File: src/rtl/approx_mult_pkg.sv
// approx_mult_pkg
// Shared definitions for the approximate-multiplier error monitor:
//   - DEFAULT_W  : default operand width of the multiplier under test
//   - state_t    : monitor FSM encoding (IDLE=0, RUN=1, DRAIN=2, DONE=3)
//   - sat_add    : unsigned saturating add on a wide carrier type
// Optional feature macro used by the users of this package: APPROX_ERR_BIAS_EN.
package approx_mult_pkg;

  localparam int DEFAULT_W = 32;

  // Carrier width for sat_add; every accumulator that uses it must fit below this.
  localparam int SAT_MAX_W = 128;

  typedef enum logic [1:0] {
    IDLE  = 2'd0,
    RUN   = 2'd1,
    DRAIN = 2'd2,
    DONE  = 2'd3
  } state_t;

  // Adds a and b and clamps the result to 2^width - 1.
  // Returns {overflow, result}; operands are zero-extended by the caller.
  function automatic logic [SAT_MAX_W:0] sat_add(
    input logic [SAT_MAX_W-1:0] a,
    input logic [SAT_MAX_W-1:0] b,
    input int                   width
  );
    logic [SAT_MAX_W:0] one;
    logic [SAT_MAX_W:0] sum;
    logic [SAT_MAX_W:0] lim;
    one = {{SAT_MAX_W{1'b0}}, 1'b1};
    sum = {1'b0, a} + {1'b0, b};
    lim = (one << width) - one;
    if (sum > lim) begin
      sat_add = {1'b1, lim[SAT_MAX_W-1:0]};
    end else begin
      sat_add = {1'b0, sum[SAT_MAX_W-1:0]};
    end
  endfunction

endpackage

File: src/rtl/err_distance.sv
// err_distance
// Three-stage exact-multiply / absolute-difference path with a valid bit per stage.
//   S1: register A, B, P    S2: exact = A*B    S3: ed = |exact - P|
// Ports:
//   clk, rst_n          clock, asynchronous active-low reset
//   flush               synchronous clear of all stage valids
//   in_valid/a/b/p      triple entering S1
//   out_valid, out_ed   S3 result
//   out_neg             (APPROX_ERR_BIAS_EN only) P was larger than the exact product
//   pipe_busy           any stage holds a valid triple
module err_distance
  import approx_mult_pkg::*;
#(
  parameter int W = DEFAULT_W
) (
  input  logic           clk,
  input  logic           rst_n,
  input  logic           flush,
  input  logic           in_valid,
  input  logic [W-1:0]   in_a,
  input  logic [W-1:0]   in_b,
  input  logic [2*W-1:0] in_p,
  output logic           out_valid,
  output logic [2*W-1:0] out_ed,
`ifdef APPROX_ERR_BIAS_EN
  output logic           out_neg,
`endif
  output logic           pipe_busy
);

  logic           s1_valid_reg, s2_valid_reg, s3_valid_reg;
  logic [W-1:0]   s1_a_reg, s1_b_reg;
  logic [2*W-1:0] s1_p_reg, s2_exact_reg, s2_p_reg, s3_ed_reg;

  // Only the valid bits are reset/flushed; data registers are don't-care when invalid.
  always_ff @(posedge clk or negedge rst_n) begin
    if (!rst_n) begin
      s1_valid_reg <= 1'b0;
      s2_valid_reg <= 1'b0;
      s3_valid_reg <= 1'b0;
    end else if (flush) begin
      s1_valid_reg <= 1'b0;
      s2_valid_reg <= 1'b0;
      s3_valid_reg <= 1'b0;
    end else begin
      s1_valid_reg <= in_valid;
      s2_valid_reg <= s1_valid_reg;
      s3_valid_reg <= s2_valid_reg;
    end
  end

  always_ff @(posedge clk) begin
    s1_a_reg     <= in_a;
    s1_b_reg     <= in_b;
    s1_p_reg     <= in_p;
    s2_exact_reg <= (2*W)'(s1_a_reg) * (2*W)'(s1_b_reg);
    s2_p_reg     <= s1_p_reg;
    s3_ed_reg    <= (s2_exact_reg >= s2_p_reg) ? (s2_exact_reg - s2_p_reg)
                                               : (s2_p_reg - s2_exact_reg);
  end

`ifdef APPROX_ERR_BIAS_EN
  logic s3_neg_reg;
  always_ff @(posedge clk) begin
    s3_neg_reg <= (s2_exact_reg < s2_p_reg);
  end
  assign out_neg = s3_neg_reg;
`endif

  assign out_valid = s3_valid_reg;
  assign out_ed    = s3_ed_reg;
  assign pipe_busy = s1_valid_reg | s2_valid_reg | s3_valid_reg;

endmodule

File: src/rtl/approx_mult_err_monitor.sv
// approx_mult_err_monitor
// In-system error statistics for an approximate W x W multiplier over a sample window.
// Ports:
//   clk, rst_n            clock, asynchronous active-low reset
//   start, n_samples      clear statistics and open a window of n_samples triples
//   in_valid, in_ready    triple handshake (in_ready only while the window is short)
//   in_a, in_b, in_p      operands and approximate product under test
//   busy, done            window open / draining; statistics final
//   err_cnt               samples with P != A*B
//   ed_sum, ed_max        saturating sum and maximum of |A*B - P|
//   sat                   sticky saturation flag
//   err_bias              (APPROX_ERR_BIAS_EN only) signed saturating sum of A*B - P
// Optional feature macro: APPROX_ERR_BIAS_EN.
module approx_mult_err_monitor
  import approx_mult_pkg::*;
#(
  parameter int W     = DEFAULT_W,
  parameter int CNT_W = 32,
  parameter int ACC_W = 2*W + 16
) (
  input  logic             clk,
  input  logic             rst_n,
  input  logic             start,
  input  logic [CNT_W-1:0] n_samples,
  input  logic             in_valid,
  output logic             in_ready,
  input  logic [W-1:0]     in_a,
  input  logic [W-1:0]     in_b,
  input  logic [2*W-1:0]   in_p,
  output logic             busy,
  output logic             done,
  output logic [CNT_W-1:0] err_cnt,
  output logic [ACC_W-1:0] ed_sum,
  output logic [2*W-1:0]   ed_max,
  output logic             sat
`ifdef APPROX_ERR_BIAS_EN
  ,
  output logic signed [ACC_W:0] err_bias
`endif
);

  state_t           state_reg;
  logic [CNT_W-1:0] n_reg, acc_cnt_reg, err_cnt_reg;
  logic [ACC_W-1:0] ed_sum_reg;
  logic [2*W-1:0]   ed_max_reg;
  logic             sat_reg;

  logic             xfer;
  logic             ed_valid, pipe_busy;
  logic [2*W-1:0]   ed;

  assign in_ready = (state_reg == RUN) && (acc_cnt_reg < n_reg);
  // A start in the same cycle wins over the handshake.
  assign xfer     = in_valid && in_ready && !start;

`ifdef APPROX_ERR_BIAS_EN
  logic ed_neg;
`endif

  err_distance #(.W(W)) u_err_distance (
    .clk       (clk),
    .rst_n     (rst_n),
    .flush     (start),
    .in_valid  (xfer),
    .in_a      (in_a),
    .in_b      (in_b),
    .in_p      (in_p),
    .out_valid (ed_valid),
    .out_ed    (ed),
`ifdef APPROX_ERR_BIAS_EN
    .out_neg   (ed_neg),
`endif
    .pipe_busy (pipe_busy)
  );

  logic [SAT_MAX_W:0] sum_res;
  logic               sum_unused;
  assign sum_res    = sat_add(SAT_MAX_W'(ed_sum_reg), SAT_MAX_W'(ed), ACC_W);
  // Bits above ACC_W are always zero after clamping.
  assign sum_unused = ^sum_res[SAT_MAX_W-1:ACC_W];

`ifdef APPROX_ERR_BIAS_EN
  localparam int BW = ACC_W + 1;
  logic signed [BW-1:0] err_bias_reg, bias_next;
  logic signed [BW:0]   bias_diff, bias_sum;
  logic                 bias_ovf;

  // One guard bit suffices: |A*B - P| < 2^(2W) <= 2^(BW-1).
  always_comb begin
    bias_diff = $signed({{(BW+1-2*W){1'b0}}, ed});
    if (ed_neg) begin
      bias_diff = -bias_diff;
    end
    bias_sum = {err_bias_reg[BW-1], err_bias_reg} + bias_diff;
    bias_ovf = (bias_sum[BW] != bias_sum[BW-1]);
    if (!bias_ovf) begin
      bias_next = bias_sum[BW-1:0];
    end else if (bias_sum[BW]) begin
      bias_next = {1'b1, {(BW-1){1'b0}}};
    end else begin
      bias_next = {1'b0, {(BW-1){1'b1}}};
    end
  end

  assign err_bias = err_bias_reg;
`endif

  always_ff @(posedge clk or negedge rst_n) begin
    if (!rst_n) begin
      state_reg   <= IDLE;
      n_reg       <= '0;
      acc_cnt_reg <= '0;
      err_cnt_reg <= '0;
      ed_sum_reg  <= '0;
      ed_max_reg  <= '0;
      sat_reg     <= 1'b0;
`ifdef APPROX_ERR_BIAS_EN
      err_bias_reg <= '0;
`endif
    end else if (start) begin
      n_reg       <= n_samples;
      acc_cnt_reg <= '0;
      err_cnt_reg <= '0;
      ed_sum_reg  <= '0;
      ed_max_reg  <= '0;
      sat_reg     <= 1'b0;
`ifdef APPROX_ERR_BIAS_EN
      err_bias_reg <= '0;
`endif
      state_reg   <= (n_samples == '0) ? DONE : RUN;
    end else begin
      if (xfer) begin
        acc_cnt_reg <= acc_cnt_reg + CNT_W'(1);
      end
      case (state_reg)
        RUN:     if (acc_cnt_reg == n_reg) state_reg <= DRAIN;
        DRAIN:   if (!pipe_busy) state_reg <= DONE;
        default: ;
      endcase
      if (ed_valid) begin
        if (ed != '0) begin
          err_cnt_reg <= err_cnt_reg + CNT_W'(1);
        end
        if (ed > ed_max_reg) begin
          ed_max_reg <= ed;
        end
        ed_sum_reg <= sum_res[ACC_W-1:0];
        if (sum_res[SAT_MAX_W]) begin
          sat_reg <= 1'b1;
        end
`ifdef APPROX_ERR_BIAS_EN
        err_bias_reg <= bias_next;
        if (bias_ovf) begin
          sat_reg <= 1'b1;
        end
`endif
      end
    end
  end

  assign busy    = (state_reg == RUN) || (state_reg == DRAIN);
  assign done    = (state_reg == DONE);
  assign err_cnt = err_cnt_reg;
  assign ed_sum  = ed_sum_reg;
  assign ed_max  = ed_max_reg;
  assign sat     = sat_reg;

endmodule

File: config.mk
export PLATFORM = sky130hd
export DESIGN_NAME = approx_mult_err_monitor
export DESIGN_NICKNAME = d
export VERILOG_FILES = /design/src/rtl/approx_mult_pkg.sv /design/src/rtl/err_distance.sv /design/src/rtl/approx_mult_err_monitor.sv
export SDC_FILE = /design/constraint.sdc
export NUM_CORES = 2
export LEC_CHECK = 0
export ABC_AREA = 0
export BUFFER_PORTS_ARGS = -buffer_cell sky130_fd_sc_hd__buf_2
export CORE_ASPECT_RATIO = 0.7
export CORE_MARGIN = 8
export CORE_UTILIZATION = 30
export CTS_CLUSTER_DIAMETER = 200
export DETAILED_ROUTE_END_ITERATION = 6
export PLACE_DENSITY_LB_ADDON = 0.25
export SYNTH_ARGS = -nofsm -noshare
export SYNTH_HDL_FRONTEND = slang
export SYNTH_SLANG_ARGS = --single-unit
File: constraint.sdc
create_clock -name clk -period 9.15 [get_ports clk]
set_input_delay 1.83 -clock clk [delete_from_list [all_inputs] [get_ports clk]]
set_output_delay 1.83 -clock clk [all_outputs]
set_load 0.005 [all_outputs]
# Yosys cells after proc, flatten, opt, wreduce, memory -nomap -nowiden
# Index checks and enable logic that the tools add are counted.
# Widths: inputs -> output; s select.
# op_classes
bitwise	2
eq_ne	6
n_mux	23
n_addsub	5
reduce_logical	17
mul	1
magnitude_cmp	4
# ops
cell	n
$mux 64	4
$mux 32	5
$mux 80	2
$mux 129	1
$sub 64x64->64	2
$add 80x64->81	1
$gt 81x80->1 const B	1
$add 32x1->32 const B	2
$ge 64x64->1	1
$gt 64x64->1	1
$mul 32x32->64	1
$reduce_bool 64->1	1
$eq 32x32->1	1
$logic_not 32->1	1
$lt 32x32->1	1
$reduce_bool 2->1	5
$mux 2	4
$mux 1	6
$reduce_and 2->1	3
$eq 2x2->1 const B	2
$pmux 2 s2	1
$logic_and 1x1->1	3
$ne 3x2->1 const B	1
$ne 3x3->1 const B	1
6 further kinds	7
# totals
input_bits	164
register_bits	566
out_inout_bits	180

# Logic depth before layout (Yosys ltp)
# logic_depth
depth_word	6
depth_mapped	28
depth_no_buf	27

# Cells and area by module
# A second synthesis with hierarchy kept.
# hier_totals
hier_cells	7239
area_unflattened_um2	64732.1
# by_module_without_submodules
mod	area_each_um2	instances	cells_each
err_distance	47765.8	1	5294
approx_mult_err_monitor	16966.3	1	1945

# Least setup slack after synthesis
# No wires, ideal clock.
# synth_path
path_type	flip-flop to flip-flop
start	register u_err_distance.s1_b_reg[10]
end	register u_err_distance.s2_exact_reg[62]
stages_incl_launch_ff	25
required_time_ns	9.023
period_less_slack_ns	7.423
path_slack_ns	1.727
setup_ns	0.127
arrival_ns	7.296
n_path_buf	1
path_cell_list	dfxtp_1 > clkbuf_1 > and2_1 > fa_1 > fa_1 > inv_1 > fa_1 > fa_1 > inv_1 > fa_1 > fa_1 > fa_1 > fa_1 > ha_1 > a2111oi_0 > a21oi_1 > a21o_1 > a211o_1 > o21ai_0 > o21ai_0 > a21oi_1 > o21ai_0 > a22oi_1 > o21ai_0 > xor2_1
# synth_between
elab_chain_len	1
# synth_rtl
element	line	text
start: declaration	err_distance.sv:32	logic [W-1:0] s1_a_reg, s1_b_reg;
start signal: assignment	err_distance.sv:54	s1_b_reg <= in_b;
$mul 32x32->64	err_distance.sv:56	s2_exact_reg <= (2*W)'(s1_a_reg) * (2*W)'(s1_b_reg);
end signal: assignment	err_distance.sv:56	
end: declaration	err_distance.sv:33	logic [2*W-1:0] s1_p_reg, s2_exact_reg, s2_p_reg, s3_ed_reg;
# No other way between the ends.
# A chain may end at the register's enable or synchronous reset.

# Final worst setup path
# layout_path
start	register u_err_distance.s1_b_reg[3]
end	register u_err_distance.s2_exact_reg[55]
# Same word-level chain as after synthesis.

==> impl_metrics.yaml <==
cells_and_area:
  fillers: 22300
  largest_register_ffs: 80
  utilization: 0.336
  design_area_um2: 71700
  drive_gt1_frac: 0.0835
  syn2layout_area_growth_pct: 11.7
  final_nets: 8949
logic_synthesis:
  yosys_most_used_dff: "dfxtp_1"
  synth.area.top_cells: "fa_1 (28%), ha_1 (11%), dfxtp_1 (10%), dfrtp_1 (9.6%), inv_1 (6.7%)"
  synthesis.nets: 8775
  synth_top_area_frac: 0.280
  syn_avg_cell_area_um2: 8.98
  synth-xor-area-share: 0.0309
  yosys_warnings: 0
  synth_cell_types: 74
  seq_area_frac_synth: 0.196
  yosys.area_share.simple: 0.161
  synth_top_cell_by_area: "fa_1"
  synth_edf_count: 0
  synth_seq_cells: 566
  syn_area_um2: 64200
  synth_compound_area_frac: 0.119
  synth.most_common_cell: "inv_1"
  synth_fa_ha_area_frac: 0.388
  synthMuxAreaShare: 0.0152
  yosys-top-cells-count: "inv_1 (1154), fa_1 (899), nand2_1 (659), and2_1 (634), ha_1 (555)"
  synth_top_family_by_area: "adder cells"
  ys_async_sr_fraction: 0.435
  synthCells: 7157
placement:
  hpwl_um: 177000
  place_area_um2: 69100
  pre_cts_ws_ns: 0.218
  gp_congestion: 0.901
  portBuffers: 343
global_route:
  grt_pass1_vias: 51900
  track_usage: 0.185
  grt_overflow: 0
  antenna_found_initial: 5
  grt_max_degree: 176
  grt_pass1_wl_um: 331000
run_status:
  status: "finished, final reports clean"
detailed_routing:
  ant_nets: 0
  drc: 0
  viasPerCell: 4.93
  wl_per_cell_um: 21.1
  wl_um: 216000
  num_vias: 50600
  dr.first_iter.drc_count: 3955
  firstDrtPassIters: 6
setup_path:
  startpoint_type: "flip-flop"
  crit_path_end_kind: "flip-flop"
  critical-path-max-stage-delay_ns: 0.80
  cp_max_fo: 18
  crit_path_frequent_cell: "fa_1"
  cp_top_family: "adder cells"
  cp.arrival_ns: 9.32
  critPathKind: "flip-flop to flip-flop"
  worst-endpoint-required_ns: 9.74
  reg2reg_slack_ns: 0.41
  path_buf_inv: 7
  regToRegStartpoint: "u_err_distance.s1_b_reg[3]"
  slowest_stage: "dfxtp_1"
  setup.worst_path.start: "u_err_distance.s1_b_reg[3]"
sta:
  fin_ws_ns: 0.413
  finalCritPeriodShare: 0.955
  finalHoldViolCount: 0
  rsz0062_at_grt: "false"
  setup_tns_ns: 0
  slew_headroom: 0.195
  skew_ns: 0.0654
  worstMarginPinSlew_ns: 1.21
  period_minus_slack_ns: 8.74
  setup_viol: 0
  maxSlewViolCount: 0
  fmax_mhz: 114
worst_hold_path:
  holdCritStartpoint: "u_err_distance.s1_p_reg[32]"
  hold_path_class: "flip-flop to flip-flop"
floorplanning:
  start_util: 0.301
  die_width_um: 569
  core-area_um2: 213000
  pin_count: 344
  row_count: 142
  die_area_um2: 229000
  chipHeight_um: 403
clock_network:
  cts_setup_buffers: 0
  cts_buffers: 74
  htree_levels: 3
  clk_latency_ns: 0.71
  cts.sinks: 566
  clockBufferDepth: 3
  cts.clk_slew.worst_paths_ns: 0.07
  cts_root_buf: "clkbuf_16"
  holdBufCountCts: 0
  cts_tree: "yes"
flow_run:
  cap_violations: 0
==> layout make-up <==
type | count | area (um^2) | area share
Sequential cell | 566 | 12600 | 0.175
Multi-Input combinational cell | 5079 | 46000 | 0.641
Timing Repair Buffer | 456 | 2620 | 0.0365
Tap cell | 2880 | 3600 | 0.0502
Clock buffer | 96 | 2070 | 0.0288
Inverter | 1154 | 4330 | 0.0604
Antenna cell | 3 | 7.51 | 0.000105
Clock inverter | 42 | 557 | 0.00776
==> worst reg2reg max path: cells and delay by family (launching register included) <==
family | cells | cell delay, ns
adders and majority gates | 9 | 4.03
AOI/OAI and AO/OA | 10 | 2.50
buffers and inverters | 7 | 0.96
DFF | 1 | 0.80
and+or+nand+nor | 1 | 0.18
xor gates and xnor gates | 1 | 0.13
==> final timing paths <==
check                                                   to  cells after the start
max reg2reg                u_err_distance.s2_exact_reg[55]                     28
max in group asynchronous                       ed_max[37]                      2
max                        u_err_distance.s2_exact_reg[55]                     28
min reg2reg                    u_err_distance.s2_p_reg[32]                      0
min in group asynchronous                        n_reg[19]                      1
min                            u_err_distance.s2_p_reg[32]                      0
==> metrics by stage <==
step                hold WS, ns  std cells
floorplan                 0.310       7157
global placement          0.311      10100
detailed placement        0.312      10100
CTS                       0.283      10300
global route              0.297      10300
finish                    0.295      10300
==> timing repair <==
action,in CTS,in global routing
endpoints found under the setup margin,0,6
endpoints found under the hold margin,0,0
resized for setup,0,8
==> per-layer routing <==
layer | wire length [um] | GRT usage | vias up
met5 | 0 | 0 | -
met2 | 90700 | 0.274 | 1603
met3 | 15800 | 0.0341 | 182
li1 | - | - | 23300
met4 | 4050 | 0.0330 | 0
met1 | 106000 | 0.282 | 25600
==> cell usage in the layout, fill, tap and decap left out, types with 41 or more instances in the layout <==
cell and n:
nand2_1 658, clkbuf_16 76, a31oi_1 41, nor4_1 49, mux2i_1 93, fa_1 899, xor2_1 77, buf_2 341
xnor2_1 150, inv_1 1154, nand4_1 104, a21oi_1 386, nand3_1 67, ha_1 555, buf_4 110, nor2_1 357
and2_1 634, and3_1 41, nor3_1 60, o21bai_1 74, dfrtp_1 245, a311oi_1 49, dfxtp_1 313, a21o_1 159
o21ai_0 267
==> kinds of logic after synthesis <==
logic type,count (synthesis)
simple gates,2082
mux,97
flops,566
buf+inv,1512
xor+xnor,227
fa+ha+maj,1454
compound gates,1219
Power is left out: the tool's default activity adds up to more than one toggle a clock period on the data nets, which glitch-free logic cannot reach.
